### config.mk
export PLATFORM = sky130hd
export DESIGN_NAME = oh_pads_ctrl
export DESIGN_NICKNAME = d
export VERILOG_FILES = /design/src/rtl/oh_pads_ctrl.sv
export SDC_FILE = /design/constraint.sdc
export NUM_CORES = 1
export LEC_CHECK = 0
export ABC_AREA = 1
export CORE_ASPECT_RATIO = 1.5
export CORE_MARGIN = 5
export CORE_UTILIZATION = 49
export CTS_CLUSTER_DIAMETER = 60
export DETAILED_ROUTE_END_ITERATION = 8
export GPL_ROUTABILITY_DRIVEN = 0
export GPL_TIMING_DRIVEN = 0
export PLACE_DENSITY = 0.76
export SYNTH_ARGS = -nofsm -noshare
export SYNTH_HDL_FRONTEND = slang
export SYNTH_SLANG_ARGS = --single-unit
### constraint.sdc
create_clock -name clk -period 3.4 [get_ports clk]
set_input_delay 1.02 -clock clk [delete_from_list [all_inputs] [get_ports clk]]
set_output_delay 1.02 -clock clk [all_outputs]
set_load 0.1 [all_outputs]
### src/rtl/oh_pads_ctrl.sv
// Core-side controller for one padring IO domain: software register file,
// power-up sequencer for oen/ie, and a synchronised din path with sticky edge flags.
module oh_pads_ctrl #(
  parameter int NGPIO  = 8,
  parameter int SETTLE = 16,
  parameter int AW     = 8
) (
  input  logic               clk,
  input  logic               reset,
  input  logic               reg_wr,
  input  logic               reg_rd,
  input  logic [AW-1:0]      reg_addr,
  input  logic [31:0]        reg_wdata,
  output logic [31:0]        reg_rdata,
  output logic               active,
  output logic [NGPIO-1:0]   dout,
  output logic [NGPIO-1:0]   oen,
  output logic [NGPIO-1:0]   ie,
  output logic [NGPIO*8-1:0] cfg,
  input  logic [NGPIO-1:0]   din
);

  localparam int CW = (SETTLE > 1) ? $clog2(SETTLE) : 1;

  typedef enum logic [1:0] {OFF, WAIT, INEN, RUN} state_t;

  state_t             state;
  logic [CW-1:0]      cnt;
  logic               ctrl_en;
  logic [NGPIO-1:0]   oen_sh;
  logic [NGPIO-1:0]   ie_sh;
  logic [NGPIO-1:0]   din_s1;
  logic [NGPIO-1:0]   din_s2;
  logic [NGPIO-1:0]   din_s3;
  logic [NGPIO-1:0]   rise;
  logic [NGPIO-1:0]   fall;

  logic               ctrl_nx;
  logic [NGPIO-1:0]   dout_nx;
  logic [NGPIO-1:0]   oen_nx;
  logic [NGPIO-1:0]   ie_nx;
  logic [NGPIO*8-1:0] cfg_nx;
  logic [NGPIO-1:0]   rise_nx;
  logic [NGPIO-1:0]   fall_nx;
  logic [NGPIO-1:0]   wmask;
  logic [AW-1:0]      cfg_idx;
  logic               cfg_hit;
  logic [31:0]        rd_val;
  logic               unused_wdata;

  assign unused_wdata = ^reg_wdata;
  assign wmask        = reg_wdata[NGPIO-1:0];
  assign cfg_idx      = reg_addr - AW'(8);
  assign cfg_hit      = (reg_addr >= AW'(8)) && (cfg_idx < AW'(NGPIO));

  // Next-state of the software-visible registers; pins register these directly
  // so a write lands on the pads one edge after the strobe.
  always_comb begin
    ctrl_nx = ctrl_en;
    dout_nx = dout;
    oen_nx  = oen_sh;
    ie_nx   = ie_sh;
    cfg_nx  = cfg;
    if (reg_wr) begin
      case (reg_addr)
        AW'(0):  ctrl_nx = reg_wdata[0];
        AW'(1):  dout_nx = wmask;
        AW'(2):  oen_nx  = wmask;
        AW'(3):  ie_nx   = wmask;
        default: begin
          for (int i = 0; i < NGPIO; i++) begin
            if (cfg_hit && (cfg_idx == AW'(i))) begin
              cfg_nx[i*8 +: 8] = reg_wdata[7:0];
            end else begin
              cfg_nx[i*8 +: 8] = cfg[i*8 +: 8];
            end
          end
        end
      endcase
    end else begin
      ctrl_nx = ctrl_en;
    end
  end

  // Sticky edge flags: only armed while the pad input is enabled; a new edge
  // beats a simultaneous write-one-to-clear.
  always_comb begin
    rise_nx = rise & ~((reg_wr && reg_addr == AW'(5)) ? wmask : {NGPIO{1'b0}});
    fall_nx = fall & ~((reg_wr && reg_addr == AW'(6)) ? wmask : {NGPIO{1'b0}});
    rise_nx = rise_nx | (din_s2 & ~din_s3 & ie);
    fall_nx = fall_nx | (~din_s2 & din_s3 & ie);
  end

  // Read mux over current register contents.
  always_comb begin
    rd_val = 32'd0;
    case (reg_addr)
      AW'(0):  rd_val[0] = ctrl_en;
      AW'(1):  rd_val[NGPIO-1:0] = dout;
      AW'(2):  rd_val[NGPIO-1:0] = oen_sh;
      AW'(3):  rd_val[NGPIO-1:0] = ie_sh;
      AW'(4):  rd_val[NGPIO-1:0] = din_s2;
      AW'(5):  rd_val[NGPIO-1:0] = rise;
      AW'(6):  rd_val[NGPIO-1:0] = fall;
      default: begin
        for (int i = 0; i < NGPIO; i++) begin
          if (cfg_hit && (cfg_idx == AW'(i))) begin
            rd_val[7:0] = cfg[i*8 +: 8];
          end else begin
            rd_val[31:8] = 24'd0;
          end
        end
      end
    endcase
  end

  // Register file, din synchroniser and read data.
  always_ff @(posedge clk) begin
    if (reset) begin
      ctrl_en   <= 1'b0;
      dout      <= {NGPIO{1'b0}};
      oen_sh    <= {NGPIO{1'b1}};
      ie_sh     <= {NGPIO{1'b0}};
      cfg       <= {(NGPIO*8){1'b0}};
      din_s1    <= {NGPIO{1'b0}};
      din_s2    <= {NGPIO{1'b0}};
      din_s3    <= {NGPIO{1'b0}};
      rise      <= {NGPIO{1'b0}};
      fall      <= {NGPIO{1'b0}};
      reg_rdata <= 32'd0;
    end else begin
      ctrl_en <= ctrl_nx;
      dout    <= dout_nx;
      oen_sh  <= oen_nx;
      ie_sh   <= ie_nx;
      cfg     <= cfg_nx;
      din_s1  <= din;
      din_s2  <= din_s1;
      din_s3  <= din_s2;
      rise    <= rise_nx;
      fall    <= fall_nx;
      if (reg_rd) begin
        reg_rdata <= rd_val;
      end
    end
  end

  // Power-up sequencer; uses next-cycle enable so a disable tristates on the
  // same edge that the CTRL write lands.
  always_ff @(posedge clk) begin
    if (reset || !ctrl_nx) begin
      state  <= OFF;
      cnt    <= {CW{1'b0}};
      oen    <= {NGPIO{1'b1}};
      ie     <= {NGPIO{1'b0}};
      active <= 1'b0;
    end else begin
      case (state)
        OFF: begin
          state  <= WAIT;
          cnt    <= {CW{1'b0}};
          oen    <= {NGPIO{1'b1}};
          ie     <= {NGPIO{1'b0}};
          active <= 1'b0;
        end
        WAIT: begin
          oen    <= {NGPIO{1'b1}};
          active <= 1'b0;
          if (cnt == CW'(SETTLE - 1)) begin
            state <= INEN;
            ie    <= ie_nx;
          end else begin
            cnt <= cnt + CW'(1);
            ie  <= {NGPIO{1'b0}};
          end
        end
        INEN, RUN: begin
          state  <= RUN;
          oen    <= oen_nx;
          ie     <= ie_nx;
          active <= 1'b1;
        end
        default: begin
          state  <= OFF;
          oen    <= {NGPIO{1'b1}};
          ie     <= {NGPIO{1'b0}};
          active <= 1'b0;
        end
      endcase
    end
  end

endmodule
==> results.md <==
- The run finished with clean final reports.
- The share of flip-flops with an asynchronous set or reset after synthesis is 0.
- Total power for the finished layout comes to 0.00412 W.
- After synthesis, the largest family of logic cells by area is simple AND/OR/NAND/NOR gates.
- The max-cap check violation count is 0.
- From bottom edge to top edge, the die measures 153 um.
- In this design, the stage delay of the slowest critical-path cell is 0.63 ns.
- After routing, the total negative slack on setup checks comes to 0 ns.
- In this run the cell area of the synthesized design comes to 6660 um^2.
- The final cell utilization of the core is 0.653.
- In the routed layout, each cell is associated on average with a via count of 5.34.
- The final hold violation count is 0.
- The number of enable-type register cells in the synthesized netlist is 0.
- The number of standard cells after synthesis is 876.
- The count of distinct cell types in the synthesized netlist is 39.
- The remaining antenna violation count is 0.
- The number of antenna violations at the first check in global routing is 0.
- The largest net degree at the start of global routing is 17.
- The via count of the first global-routing pass is 6,132.
- The number of antenna diodes in the final layout is 0.
- The post-layout instance count excluding filler cells is 1,217.
- Along the worst path, the maximum fanout reaches 10.
- The compound-gate portion of the synthesized area is 0.179.
- The most numerous cell type found on the critical path is sky130_fd_sc_hd__inv_2.
- The die area is 16,100 um^2.
- The setup fix buffers added after clock tree synthesis is 0.
- The total congestion overflow is 0.
- The category of the critical setup timing path is input pin to register.
- In this run the worst hold path is classified as register to register.
- Leaving out fill and tap cells, the most frequent cell in the layout is sky130_fd_sc_hd__dfxtp_1.
- The CTS buffer count is 17.
- The startpoint class of the critical path is an input pin.
- In the layout the commonest cells are sky130_fd_sc_hd__dfxtp_1, sky130_fd_sc_hd__clkdlybuf4s50_1, sky130_fd_sc_hd__nand2_1.
- The top cell family by delay on the critical path is simple AND/OR/NAND/NOR gates.
- The worst slew margin relative to its limit is 0.328.
- Relative to the synthesized area, the layout overhead comes to 31.5%.
- The count of fill cells added during filler insertion is 1,171.
- The final number of max-transition violations is 0.
- The longest clock path from root to sink contains 2 buffers.
- The final routed DRC violation total is 0.
- The worst-skew pair later-pin latency is 0.43 ns.
- The number of cells on the worst reg-to-reg path is 7.
- The pre-antenna-repair detailed-routing pass consisted of 6 iterations.
- The routed layout has 6,494 vias.
- The synthesized design contains 160 register bits.
- The overall fraction of global-route tracks in use is 0.246.
- The clock tree synthesis step divided the H-tree into 4 levels.
- The number of cells after detailed placement is 1,185.
- The power density of the placed cells is 470 nW/um^2.
- The floorplan has 52 rows.
- The clock root buffer master is sky130_fd_sc_hd__clkbuf_16.
- In this run, post-CTS hold repair placed 0 buffers.
- Pin placement for this block handled 173 I/O pins.
- Setup violations remaining at the end of the flow were counted as 0.
- In this run the standard cell core region covers 13,400 um^2.
- The first global-routing pass estimated 31,700 um of wire.
- The worst hold path was traced through 2 stages.
- Dividing the detail-routed wire length by the instance count gives 16.7 um.
- The post-synthesis average cell area is 7.60 um^2.
- The TritonCTS clock tree is done.
- The worst setup path is captured at a register.
- Setup repair after global routing left no endpoint under its margin.
- The sum of routed wire length over all layers is 20,400 um.
- The total buffers and inverters traversed by the critical path is 5.
- The share of final-layout standard cells stronger than drive strength 1 is 0.0976.
- VDD sags by at most 0.000346 V.
- The violation count after the first detailed-route iteration is 352.
- For this run, the leading register cell type out of synthesis is sky130_fd_sc_hd__dfxtp_1.
- In the finished design, the share of the clock period the worst path needs comes to 0.944.
- The net count of the finished layout is 1,096.
- Data on the critical path is required at its endpoint by 3.71 ns.
- Clock-pin slew was measured on the worst setup and hold paths at 0.06 ns.
- The routed design could run at a clock period as short as 3.21 ns.
- The clock sink count is 160.
- On the final layout, the worst clock skew is 0.00515 ns.
- The cell type of the slowest stage on the worst timing path is sky130_fd_sc_hd__clkdlybuf4s50_1.
- Of the total synthesized cell area, the portion taken by XOR and XNOR cells is 0.
- The slew at the pin closest to its max-slew limit is 1.00 ns.
- The basic-gate share of the synthesized area counting and, or, nand and nor cells is 0.223.
- Detailed placement ended at an HPWL of 15,500 um.
- The critical path runs through a total of 14 cells.
- Hold timing on the final database bottoms out at a slack of 0.401 ns.
- The portion of synthesized area spent on multiplexers is 0.00301.
- Input and output buffers added on the ports amount to 124.
- For this run, the top clock speed supported by timing is 312 MHz.
- For this run, the number of Yosys warnings is 0.
- The die span in x is 105 um.
- Walking the worst path, the cells encountered are clkdlybuf4s50_1 -> inv_2 -> ha_1 -> inv_1 -> nor2_1 -> nand3_1 -> nor2_8 -> nand4_2 -> nor2_2 -> buf_6 -> inv_2 -> or2_0 -> nand2_1 -> a21oi_1.
- For this run, the register share of the synthesized area comes to 0.481.
- For the worst setup path, the data arrival time is 3.52 ns.
- The total of cells resized after clock tree synthesis is 0.
- The initial core utilization is 0.497.
- The adder and majority cell fraction of the synthesized area is 0.00376.
- The static power due to leakage is 3.54 nW.
## metal layers
| layer | GRT usage | part of all wire | vias to the layer above | routed length [um] |
|---|---|---|---|---|
| met5 | 0 | 0 | - | 0 |
| met2 | 0.434 | 0.51 | 290 | 10500 |
| met4 | 0.135 | 0.052 | 0 | 1050 |
| met3 | 0.0487 | 0.069 | 72 | 1400 |
| li1 | - | - | 3178 | - |
| met1 | 0.272 | 0.37 | 2954 | 7430 |
## area by class of cell
class	instances	area (um^2)	area share
clock buffer	17	425	0.0486
inverter	93	350	0.0400
clock inverter	15	139	0.0159
timing repair buffer	124	1240	0.142
sequential	160	3200	0.366
buffer	62	385	0.0440
tap	162	203	0.0232
multi-input combinational	584	2810	0.321
## tightest hold or removal path: cells and delay by family, from the launching register on
kind	cells	cell delay (ns)
simple gates	1	0.03
buf+inv	1	0.04
flops	1	0.30
## registers in the layout (all words and copies together), names as in the netlist, 2 cells and up
register   flops
oen_sh         8
cnt            4
ie             8
din_s2         8
din_s3         8
ie_sh          8
fall           8
din_s1         8
rise           8
cfg           64
dout           8
oen            8
state          2
reg_rdata      8
## power breakdown
group	switching [W]	internal, W	total (W)
Combinational	0.000303	0.0000887	0.000391
Clock	0.000806	0.00101	0.00182
Sequential	0.0000105	0.00189	0.00190
## through the flow
| stage | setup WS [ns] | instance area [um^2] |
|---|---|---|
| final | 0.191 | 8750 |
| after global routing | 0.00325 | 8750 |
| after CTS | 0.203 | 8750 |
| after detailed placement | -0.235 | 8190 |
| after global placement | -0.187 | 8190 |
| after floorplan | 0.719 | 6750 |
## cell families (layout without fill, tap and decap cells)
kind of cell | count (synthesis) | in the layout
muxes | 2 | 2
other | 1 | 24
and+or+nand+nor | 325 | 325
AOI/OAI and AO/OA | 231 | 231
buffers and inverters | 155 | 311
DFF | 160 | 160
adders and majority gates | 2 | 2
## cell usage after synthesis, types with 3 or more instances
cell                       instances  area [um^2]
sky130_fd_sc_hd__inv_2             7         26.3
sky130_fd_sc_hd__nor2_4            3         33.8
sky130_fd_sc_hd__clkbuf_1         22         82.6
sky130_fd_sc_hd__nand4_1          36          225
sky130_fd_sc_hd__buf_6             6         67.6
sky130_fd_sc_hd__o21ai_0         107          536
sky130_fd_sc_hd__inv_1            84          315
sky130_fd_sc_hd__o21ai_1           5         25.0
sky130_fd_sc_hd__nor3_2            4         40.0
sky130_fd_sc_hd__nor2_1          116          435
sky130_fd_sc_hd__buf_2             5         25.0
sky130_fd_sc_hd__dfxtp_1         160         3200
sky130_fd_sc_hd__nand2_1         118          443
sky130_fd_sc_hd__buf_4            27          203
sky130_fd_sc_hd__nand3_1          26          130
sky130_fd_sc_hd__nor3_1            5         25.0
sky130_fd_sc_hd__nor2_2            3         18.8
sky130_fd_sc_hd__a21oi_1         108          541
sky130_fd_sc_hd__a22oi_1           3         22.5
sky130_fd_sc_hd__nand2_2           5         31.3
## final timing paths
path / slack [ns] / endpoint / startpoint
worst min-delay path: 0.40 / din_s2[4] / din_s1[4]
worst max register to register: 1.86 / cnt[3] / cnt[0]
worst min register to register: 0.40 / din_s2[4] / din_s1[4]
worst max-delay path: 0.19 / reg_rdata[5] / reg_addr[3]
No activity file was read; power rests on OpenSTA's default activity.
